<file path="src/rtl/sram22_req_ctrl.sv">
// Request/response controller for one sram22 single-port macro: optional post-reset
// zero-fill sweep, then valid/ready requests with read data buffered in an in-order FIFO.
module sram22_req_ctrl #(
  parameter int DATA_WIDTH  = 32,
  parameter int ADDR_WIDTH  = 6,
  parameter int WMASK_WIDTH = 32,
  parameter int RSP_DEPTH   = 4,
  parameter int INIT_CLEAR  = 1
) (
  input  logic                   clk,
  input  logic                   rst_n,
  input  logic                   req_valid,
  output logic                   req_ready,
  input  logic                   req_we,
  input  logic [WMASK_WIDTH-1:0] req_wmask,
  input  logic [ADDR_WIDTH-1:0]  req_addr,
  input  logic [DATA_WIDTH-1:0]  req_wdata,
  output logic                   rsp_valid,
  input  logic                   rsp_ready,
  output logic [DATA_WIDTH-1:0]  rsp_rdata,
  output logic                   init_done,
  output logic                   sram_we,
  output logic [WMASK_WIDTH-1:0] sram_wmask,
  output logic [ADDR_WIDTH-1:0]  sram_addr,
  output logic [DATA_WIDTH-1:0]  sram_din,
  input  logic [DATA_WIDTH-1:0]  sram_dout
);

  localparam int PW = (RSP_DEPTH > 1) ? $clog2(RSP_DEPTH) : 1;
  localparam int CW = $clog2(RSP_DEPTH + 1);
  localparam logic [CW-1:0]         DEPTH_C   = CW'(RSP_DEPTH);
  localparam logic [PW-1:0]         PTR_LAST  = PW'(RSP_DEPTH - 1);
  localparam logic [ADDR_WIDTH-1:0] ADDR_LAST = {ADDR_WIDTH{1'b1}};

  typedef enum logic [0:0] {
    ST_INIT = 1'b0,
    ST_RUN  = 1'b1
  } state_e;

  state_e                  state_q, state_d;
  logic [ADDR_WIDTH-1:0]   cnt_q, cnt_d;
  logic                    init_done_q, init_done_d;
  logic                    rd_pend_q, rd_pend_d;
  logic [PW-1:0]           wr_ptr_q, wr_ptr_d;
  logic [PW-1:0]           rd_ptr_q, rd_ptr_d;
  logic [CW-1:0]           count_q, count_d;
  logic [DATA_WIDTH-1:0]   fifo_q [RSP_DEPTH];
  logic [CW:0]             occ_s;
  logic                    accept_s;
  logic                    push_s;
  logic                    pop_s;

  function automatic logic [PW-1:0] ptr_inc(input logic [PW-1:0] p);
    if (p == PTR_LAST) begin
      return '0;
    end else begin
      return p + PW'(1);
    end
  endfunction

  // Occupancy counts buffered entries plus the read still in the macro; pops are not credited.
  assign occ_s     = {1'b0, count_q} + {{CW{1'b0}}, rd_pend_q};
  assign req_ready = (state_q == ST_RUN) && (occ_s < {1'b0, DEPTH_C});
  assign accept_s  = req_valid & req_ready;
  assign push_s    = rd_pend_q;
  assign pop_s     = rsp_ready & (count_q != '0);
  assign rsp_valid = (count_q != '0);
  assign rsp_rdata = fifo_q[rd_ptr_q];
  assign init_done = init_done_q;
  assign rd_pend_d = accept_s & ~req_we;

  // Sweep engine and macro port mux.
  always_comb begin
    state_d     = state_q;
    cnt_d       = cnt_q;
    init_done_d = init_done_q;
    sram_we     = 1'b0;
    sram_wmask  = '0;
    sram_addr   = '0;
    sram_din    = '0;
    case (state_q)
      ST_INIT: begin
        sram_we    = 1'b1;
        sram_wmask = '1;
        sram_addr  = cnt_q;
        if (cnt_q == ADDR_LAST) begin
          state_d     = ST_RUN;
          init_done_d = 1'b1;
          cnt_d       = '0;
        end else begin
          cnt_d = cnt_q + ADDR_WIDTH'(1);
        end
      end
      ST_RUN: begin
        if (accept_s) begin
          sram_we    = req_we;
          sram_wmask = req_we ? req_wmask : '0;
          sram_addr  = req_addr;
          sram_din   = req_we ? req_wdata : '0;
        end else begin
          sram_we = 1'b0;
        end
      end
      default: begin
        state_d     = ST_INIT;
        cnt_d       = '0;
        init_done_d = 1'b0;
      end
    endcase
  end

  // Response FIFO pointer and count bookkeeping.
  always_comb begin
    wr_ptr_d = wr_ptr_q;
    rd_ptr_d = rd_ptr_q;
    count_d  = count_q;
    if (push_s) begin
      wr_ptr_d = ptr_inc(wr_ptr_q);
    end else begin
      wr_ptr_d = wr_ptr_q;
    end
    if (pop_s) begin
      rd_ptr_d = ptr_inc(rd_ptr_q);
    end else begin
      rd_ptr_d = rd_ptr_q;
    end
    case ({push_s, pop_s})
      2'b10:   count_d = count_q + CW'(1);
      2'b01:   count_d = count_q - CW'(1);
      default: count_d = count_q;
    endcase
  end

  // Control state registers.
  always_ff @(posedge clk or negedge rst_n) begin
    if (!rst_n) begin
      if (INIT_CLEAR != 0) begin
        state_q     <= ST_INIT;
        init_done_q <= 1'b0;
      end else begin
        state_q     <= ST_RUN;
        init_done_q <= 1'b1;
      end
      cnt_q     <= '0;
      rd_pend_q <= 1'b0;
      wr_ptr_q  <= '0;
      rd_ptr_q  <= '0;
      count_q   <= '0;
    end else begin
      state_q     <= state_d;
      init_done_q <= init_done_d;
      cnt_q       <= cnt_d;
      rd_pend_q   <= rd_pend_d;
      wr_ptr_q    <= wr_ptr_d;
      rd_ptr_q    <= rd_ptr_d;
      count_q     <= count_d;
    end
  end

  // Capture macro read data one cycle after the read was accepted.
  always_ff @(posedge clk or negedge rst_n) begin
    if (!rst_n) begin
      for (int i = 0; i < RSP_DEPTH; i++) begin
        fifo_q[i] <= '0;
      end
    end else if (push_s) begin
      fifo_q[wr_ptr_q] <= sram_dout;
    end else begin
      fifo_q[wr_ptr_q] <= fifo_q[wr_ptr_q];
    end
  end

endmodule
</file>
<file path="config.mk">
export PLATFORM = sky130hd
export DESIGN_NAME = sram22_req_ctrl
export DESIGN_NICKNAME = d
export VERILOG_FILES = /design/src/rtl/sram22_req_ctrl.sv
export SDC_FILE = /design/constraint.sdc
export NUM_CORES = 1
export LEC_CHECK = 0
export CAP_MARGIN = 20
export CORE_MARGIN = 5
export CORE_UTILIZATION = 45
export CTS_BUF_LIST = sky130_fd_sc_hd__clkbuf_4 sky130_fd_sc_hd__clkbuf_8 sky130_fd_sc_hd__clkbuf_16
export DETAILED_ROUTE_END_ITERATION = 8
export DONT_BUFFER_PORTS = 1
export PLACE_DENSITY = 0.65
export SLEW_MARGIN = 20
export SYNTH_ARGS = -nofsm -noshare
export SYNTH_HDL_FRONTEND = slang
export SYNTH_SLANG_ARGS = --single-unit
</file>
<file path="constraint.sdc">
create_clock -name clk -period 4.7 [get_ports clk]
set_clock_uncertainty 0.15 [all_clocks]
set_input_delay 0.94 -clock clk [delete_from_list [all_inputs] [get_ports clk]]
set_output_delay 0.94 -clock clk [all_outputs]
set_load 0.05 [all_outputs]
</file>
---- Yosys cells after proc, flatten, opt, wreduce, memory -nomap -nowiden ----
Index checks and enable logic that the tools add are counted.
word-level totals
  register bits ........................... 144
  input port bits ......................... 107
operators by class
  add/sub/neg operators ................... 6
  order comparisons ....................... 4
  equal/unequal tests ..................... 5
  multiplexer cells ....................... 27
  bitwise operators ....................... 7
  reduce and logical (&&, ||, !) cells .... 5
operator list
  cell                 count
  $mux 32              10
  $bwmux 128           2
  $bmux 32 s2          2
  $mux 128             1
  $demux 32 s2         1
  $pmux 32 s2          1
  $mux 6               2
  $pmux 6 s2           1
  $add 6x1->6 const B  1
  $eq 2x2->1 const B   3
  $eq 6x6->1 const B   1
  $ge 3x3->1 const B   2
  $not 2->3            2
  $pmux 3 s2           1
  $add 2x1->2 const B  2
  $add 3x1->4          1
  $lt 4x3->1 const B   1
  $mux 2               2
  $add 3x1->3 const B  1
  $and 1x1->1          3
  $lt 3x1->1 const B   1
  $mux 1               3
  $reduce_bool 3->1    1
  $sub 3x1->3 const B  1
  6 further kinds      8

---- Logic depth before layout (Yosys ltp) ----
Gate-level depths: netlist of the first run.
  depth in word-level cells ............... 7
  mapped depth ............................ 10
  depth with buffers taken out ............ 9

---- Worst setup path after synthesis of the first run ----
Ideal clock, no wire load.
  kind .................................... input-to-output
  start ................................... input req_we
  end ..................................... output sram_din[11]
  data arrival time ....................... 1850 ps
  data required time ...................... 3610 ps
  setup slack ............................. 1760 ps
  stages on the path ...................... 4
  buffers on the path ..................... 2
  cells stage by stage .................... and4_1 -> buf_4 -> clkbuf_2 -> and2_1
between the ends
  longest elaborated chain between the ends .. 3
RTL lines
  item                line  source
  start: declaration  14    input logic req_we,
  $mux 32             99    sram_din = req_we ? req_wdata : '0;
  $mux 32             95    if (accept_s) begin
  $mux 32             81    case (state_q)
  end: declaration    25    output logic [DATA_WIDTH-1:0] sram_din,
No other way between the ends.

---- Worst setup path in the final report of the first run ----
  start ................................... register state_q
  end ..................................... output sram_addr[3]
between the ends
  longest elaborated chain between the ends .. 4
  elaborated cells on any way between the ends .. 5
  classes of those cells .................. mux (2); bitwise (2); reduce/logical (1)
RTL lines
  item                      line  source
  start: declaration        40    state_e state_q, state_d;
  start signal: assignment  150   state_q <= state_d;
  $logic_and 1x1->1         63    assign req_ready = (state_q == ST_RUN) && (occ_s < {1'b0, DEPTH_C});
  $and 1x1->1               64    assign accept_s = req_valid & req_ready;
  $mux 6                    95
  $pmux 6 s2 (*)            81
  end: declaration          24    output logic [ADDR_WIDTH-1:0] sram_addr,
Mark *: on every way between the ends. The rest lies on a longest branch, timed or not.

==> summary.txt, run 1 <==
Yosys
  • Area leader, netlist: dfrtp_1
  • Netlist Area Pre-Place: 8390 µm²
  • Syn_nets: 780
  • Seq cells post-synth: 144
  • Ys Warns: 0
  • Synth top area share: 42.9%
  • Netlist cell types: 44
  • Post-Synthesis Cells: 665
  • Synth top area cells: dfrtp_1 43%, mux2_2 15%, mux4_2 8.6%
  • EDFF count, synth: 0
  • Sequential area share after synthesis: 42.9%
  • Avg Cell Area, Syn: 12.6 µm²
  • Top_reg_cell synth: dfrtp_1
  • Async SR Flop Fraction: 100%

Die
  • Die extent in y: 147 µm
  • # IOs: 213
  • Rows: 50
  • Initial Utilization: 45.3%
  • Die footprint: 21500 µm²
  • Core Region: 18500 µm²
  • Die width: 147 µm

Worst setup path
  • Crit start category: flop
  • Crit path capture type: output port
  • Cells along the critical path: inv_1 -> a22o_1
  • Crit Path Max Fanout: 38
  • Family with the most delay on the worst path: buffers and inverters
  • CP max-delay cell: inv_1
  • Setup Crit Path Kind: reg2out
  • Critical Path Max Stage Delay: 810 ps
  • WP buf/inv: 1
  • Data required, critical path: 3610 ps
  • Worst EP arrival: 2330 ps

Final layout
  • Finished Cell Area: 8920 µm²
  • Antenna Cells: 0
  • Area grow syn2layout: 6.28%
  • Layout cells sized above 1: 34.6%
  • Commonest cells after routing, fill and taps aside: 140 x dfrtp_1, 109 x mux2_2, 47 x nor2_1
  • Fillers: 1604
  • Fin nets: 748
  • Most common cell after layout, fill and taps aside: dfrtp_1

Route
  • Routed len/inst: 23.7 µm
  • Via density: 6.10
  • DR iter-0 viols: 457
  • Remaining DRCs: 0
  • DR pass1 iterations: 5
  • DR vias: 5360
  • Antenna violation net count after detailed routing: 0
  • Final wirelength: 20800 µm

Timing
  • Rel. slew slack: 29.7%
  • Hold Vio Cnt, Final: 0
  • Fmax: 0.293 GHz
  • Final max-slew violation count: 0
  • Final count of negative-setup-slack endpoints: 0
  • RSZ-0062 raised after global routing: no
  • Worst Tran Pin Value: 1050 ps
  • Ratio of final minimum period to clock period: 72.7%
  • Fin crit period: 3420 ps
  • Setup tns final: 0 ps

CTS
  • CTS tree: yes
  • Clock latency on the worst-skew pair: 420 ps
  • Clock root buffer: clkbuf_16
  • Clock sink total: 144
  • Post-CTS Hold Fix Bufs: 0
  • H-tree depth: 4
  • Worst-path clk slew: 60 ps
  • Post-CTS Setup Inserts: 0
  • Maximum clock insertion buffer count: 2
  • Number of buffers created by CTS: 17
  • Number of gates resized after CTS: 0

Placement
  • Placed Area: 8310 µm²
  • Dpl hpwl: 13100 µm
  • Port Buffer Count: 0
  • RePlAce Congestion: 0.754

Global route
  • Vias in the first global route: 5884
  • Pin count of the biggest net entering global routing: 145
  • First-pass GRT wire length: 33000 µm
  • Gr ovfl total: 0
  • Total track usage: 19.6%
  • Initial antenna violation count: 1

Power and ir drop
  • Pwr dens: 339 nW/µm²
  • Leakage: 3.54 nW
  • Maximum VDD drop: 0.378 mV

Run status
  • Status: complete, no violations

Run
  • Max-cap viol count: 0

Worst hold path
  • Class of the worst hold path: in2async
-- cell families (layout without fill, tap and decap cells) --
logic type / count (synthesis) / after routing / share of synthesized area (%)
buffers and inverters: 66 / 45 / 5.86
DFF: 144 / 144 / 42.9
xor gates and xnor gates: 5 / 5 / 0.522
and+or+nand+nor: 134 / 134 / 8.36
adders and majority gates: 8 / 8 / 1.28
muxes: 184 / 184 / 28.3
AOI/OAI and AO/OA: 124 / 124 / 12.7
-- where the power goes --
part | internal, W | switching [W]
registers | 0.00126 | 0.000106
logic | 0.000156 | 0.000130
clock network | 0.000861 | 0.000511
-- cell type report --
cell class / count / area (µm²) / area share, %
Multi-Input combinational cell: 455 / 4340 / 48.6
Clock buffer: 20 / 460 / 5.16
Timing Repair Buffer: 7 / 52.6 / 0.589
Inverter: 8 / 30.0 / 0.337
Clock inverter: 10 / 138 / 1.54
Tap cell: 234 / 293 / 3.28
Sequential cell: 144 / 3610 / 40.4
-- flip-flops by register name (all words and copies together), names as in the netlist --
| register | flops |
|---|---|
| fifo_q | 128 |
| push_s | 1 |
| init_done | 1 |
| wr_ptr_q | 2 |
| rd_ptr_q | 2 |
| count_q | 3 |
| cnt_q | 6 |
| state_q | 1 |
-- Yosys cell counts (all sizes together), types with 17 or more instances --
library cell / number
and2: 33
mux2i: 43
nor2: 49
mux4: 32
nor2b: 19
a221oi: 21
a31oi: 46
nand2: 17
mux2: 109
clkbuf: 29
buf: 25
dfrtp: 144
a21o: 35
-- path summary, 6_finish.rpt --
check	start	end	slack, ps	depth (start not counted)
max	state_q$_DFF_PN0_	sram_addr[3]	1280	2
min in group clk	count_q[2]$_DFFE_PN0P_	count_q[2]$_DFFE_PN0P_	350	1
max in group asynchronous	rst_n	push_s$_DFF_PN0_	4100	0
max reg2reg	wr_ptr_q[1]$_DFFE_PN0P_	fifo_q[17]$_DFFE_PN0P_	2020	5
min	rst_n	fifo_q[114]$_DFFE_PN0P_	70	0
min reg2reg	count_q[2]$_DFFE_PN0P_	count_q[2]$_DFFE_PN0P_	350	1
-- per-layer routing --
metal	vias to the layer above	global-route usage, %	wire length [µm]	share of wire [%]
met3	29	5.43	1310	6.3
li1	2400	-	-	-
met5	-	0	0	0
met1	2750	24.2	8520	41
met4	0	6.35	285	1.4
met2	181	33.3	10700	51
-- worst register-to-register path, cell delays in order (launching register included) --
cell,delay (ps)
dfrtp_1,600
buf_4,380
ha_2,950
buf_4,320
nor2_1,60
a31oi_1,140
-- stage by stage --
| step | setup WS, ps | total power, W | utilization (%) | cells | hold slack [ps] |
|---|---|---|---|---|---|
| finish | 1280 | 0.00303 | 48.2 | 878 | 72.7 |
| global route | 1140 | 0.00315 | 48.2 | 878 | 48.0 |
| floorplan | 1760 | 0.00160 | - | 665 | 298 |
| global placement | 1580 | 0.00168 | 44.8 | 848 | 334 |
| CTS | 1250 | 0.00307 | 48.1 | 878 | 44.2 |
| detailed placement | 1540 | 0.00169 | 44.9 | 848 | 353 |
No activity file was read; power rests on OpenSTA's default activity.
==> run 2, diff against run 1 <==
--- a/config.mk
+++ b/config.mk
@@ -11,7 +11,7 @@
 export CTS_BUF_LIST = sky130_fd_sc_hd__clkbuf_4 sky130_fd_sc_hd__clkbuf_8 sky130_fd_sc_hd__clkbuf_16
 export DETAILED_ROUTE_END_ITERATION = 8
 export DONT_BUFFER_PORTS = 1
-export PLACE_DENSITY = 0.65
+export PLACE_DENSITY = 0.67
 export SLEW_MARGIN = 20
 export SYNTH_ARGS = -nofsm -noshare
 export SYNTH_HDL_FRONTEND = slang
==> constraint.sdc (replaced) <==
create_clock -name clk -period 3 [get_ports clk]
set_clock_uncertainty 0.15 [all_clocks]
set_input_delay 0.6 -clock clk [delete_from_list [all_inputs] [get_ports clk]]
set_output_delay 0.6 -clock clk [all_outputs]
set_load 0.05 [all_outputs]
==> summary.txt, run 2 (synthesis gave the netlist of run 1 again) <==
Run status
  • Status: complete, but fails checks
  • Failing checks: hold timing

Timing
  • Final count of negative-setup-slack endpoints: 0 (unchanged)
  • Hold Vio Cnt, Final: 144 (+144)
  • Setup tns final: 0 ps (unchanged)
  • Final max-slew violation count: 0 (unchanged)
  • Final hold slack: -276 ps (-349 ps)
  • Fmax: 0.349 GHz
  • Ratio of final minimum period to clock period: 95.5%
  • Worst Tran Pin Value: 599 ps (-455 ps)
  • Fin crit period: 2870 ps
  • Rel. slew slack: 60.0% (+30 points)
  • Post-route setup slack: 134 ps (-1150 ps)
  • RSZ-0062 raised after global routing: no

Die
  • Core Region: 18500 µm² (unchanged)
  • Initial Utilization: 45.3% (unchanged)
  • Die extent in y: 147 µm (unchanged)
  • Die width: 147 µm (unchanged)
  • # IOs: 213 (unchanged)
  • Rows: 50 (unchanged)
  • Die footprint: 21500 µm² (unchanged)

Placement
  • Port Buffer Count: 0 (unchanged)
  • RePlAce Congestion: 0.792 (+5.1%)
  • Dpl hpwl: 15200 µm (+16%)
  • Cell count after placement: 921 (+8.6%)
  • Setup Slack @ Placement: 542 ps (-1000 ps)

Route
  • Via density: 6.05 (-0.94%)
  • Remaining DRCs: 0 (unchanged)
  • DR vias: 5763 (+7.5%)
  • Routed len/inst: 23.2 µm (-2.5%)
  • Antenna violation net count after detailed routing: 0 (unchanged)
  • DR iter-0 viols: 252 (-45%)
  • DR pass1 iterations: 4 (-1)
  • Final wirelength: 22100 µm (+5.9%)

Final layout
  • Largest Register: fifo_q
  • Post-route insts no fill: 953 (+8.5%)
  • Most common cell after layout, fill and taps aside: dfrtp_1
  • Max FFs per register: 128 (unchanged)
  • Area grow syn2layout: 22.7%
  • Fin nets: 821 (+9.8%)
  • Finished Core Util: 55.6% (+7.5 points)
  • Regs by FF count: fifo_q x128, cnt_q x6, count_q x3
  • Commonest cells after routing, fill and taps aside: 140 x dfrtp_1, 109 x mux2_2, 70 x buf_12
  • Antenna Cells: 0 (unchanged)
  • Layout cells sized above 1: 41.6% (+7.0 points)

Power and ir drop
  • Net switching power: 0.00122 W (+63%)
  • Seq pwr share: 45.4% (about the same)
  • Leakage: 4.18 nW (+18%)
  • Clk pwr share: 44.3% (-1.0 points)
  • Int Pwr: 0.00347 W (+52%)
  • Comb power frac: 10.3% (+0.9 points)
  • Sw frac: 26.0% (+1.3 points)
  • Pwr dens: 455 nW/µm² (+34%)
  • Maximum VDD drop: 0.399 mV (+5.7%)

CTS
  • Clock latency on the worst-skew pair: 420 ps (about the same)
  • Clock root buffer: clkbuf_16
  • CTS tree: yes
  • Clock sink total: 144 (unchanged)
  • Post-CTS Setup Inserts: 0 (unchanged)
  • Maximum clock insertion buffer count: 2 (unchanged)
  • Number of buffers created by CTS: 17 (unchanged)
  • Worst-path clk slew: 60 ps (about the same)
  • H-tree depth: 4 (unchanged)

Global route
  • Total track usage: 20.7% (+1.1 points)
  • Met3 Use GR: 5.90% (+0.47 points)
  • Gr busiest metal: met2
  • Pin count of the biggest net entering global routing: 145 (unchanged)
  • Met2 Use GR: 34.6% (+1.3 points)
  • Initial antenna violation count: 0 (-1)
  • Vias in the first global route: 6203 (+5.4%)
  • Gr ovfl total: 0 (unchanged)
  • First-pass GRT wire length: 35100 µm (+6.5%)
  • GR Util met1: 26.7% (+2.4 points)

Worst setup path
  • Worst EP arrival: 2120 ps (-210 ps)
  • Crit start category: flop
  • R2r endpoint: count_q[2]$_DFFE_PN0P_
  • Worst r2r path cells: 9 (+4)
  • Critical Path Sink: rsp_rdata[2]
  • Crit Path Max Fanout: 16 (-58%)
  • Worst setup path startpoint: rd_ptr_q[0]$_DFFE_PN0N_
  • FF-to-FF setup slack: 600 ps (-1420 ps)
  • Data required, critical path: 2250 ps (-1360 ps)
  • Reg2reg start: count_q[0]$_DFFE_PN0P_
  • Crit path capture type: output port
  • Setup Crit Path Kind: reg2out

Worst hold path
  • Class of the worst hold path: in2async

Run
  • Max-cap viol count: 0 (unchanged)
## run 2: cell types whose count changed in the layout (fill, tap and decap cells not counted), moves of 2 or more
cell | before | now
buf_12 | 0 | 70
ha_4 | 3 | 0
inv_6 | 0 | 3
bufinv_16 | 3 | 1
clkinvlp_4 | 2 | 5
buf_4 | 7 | 9
ha_2 | 1 | 4
## run 2: area by class of cell
class                   count  area, µm²
fillers                  1501       8210
multi-input cells         455       4310
well taps                 234        293
clock inverters            11        105
repair buffers             80       1480
flip-flops and latches    144       3610
inverters                   8       33.8
clock buffers              21        474
## run 2: power by group through the flow
stage / logic [W] / clock network, W / registers (W)
floorplan: 0.000480 / 0 / 0.00203
global placement: 0.000481 / 0 / 0.00216
detailed placement: 0.000493 / 0 / 0.00216
CTS: 0.000497 / 0.00211 / 0.00213
global route: 0.000524 / 0.00221 / 0.00214
finish: 0.000484 / 0.00207 / 0.00213
## run 2: per-layer routing
metal / wire, µm / vias to the layer above
li1: - / 2552
met1: 9150 / 2994
met3: 1340 / 24
met2: 11300 / 193
met4: 262 / 0
met5: 0 / -
## run 2: worst min path at each step
| stage | startpoint | slack (ps) | end |
|---|---|---|---|
| floorplan | rst_n | 150 | cnt_q[0]$_DFFE_PN0N_ |
| global placement | rst_n | 160 | fifo_q[114]$_DFFE_PN0P_ |
| detailed placement | rst_n | 160 | fifo_q[114]$_DFFE_PN0P_ |
| CTS | rst_n | -300 | fifo_q[114]$_DFFE_PN0P_ |
| global route | rst_n | -300 | fifo_q[114]$_DFFE_PN0P_ |
| finish | rst_n | -280 | fifo_q[114]$_DFFE_PN0P_ |
## run 2: critical path, stage by stage, from the launching register on
cell and delay (ps):
dfrtp_2 720, buf_12 260, mux4_2 700
## run 2: per-stage QoR
| stage | area [µm²] | total power (W) |
|---|---|---|
| after floorplan | 8390 | 0.00251 |
| after global placement | 9720 | 0.00264 |
| after detailed placement | 9720 | 0.00266 |
| after CTS | 10300 | 0.00474 |
| after global routing | 10300 | 0.00487 |
| final | 10300 | 0.00468 |
## run 2: timing repair
item,4_1_cts,5_1_grt
endpoints found under the setup margin,0,65
gates resized for setup,0,2
hold endpoints to repair,144,144
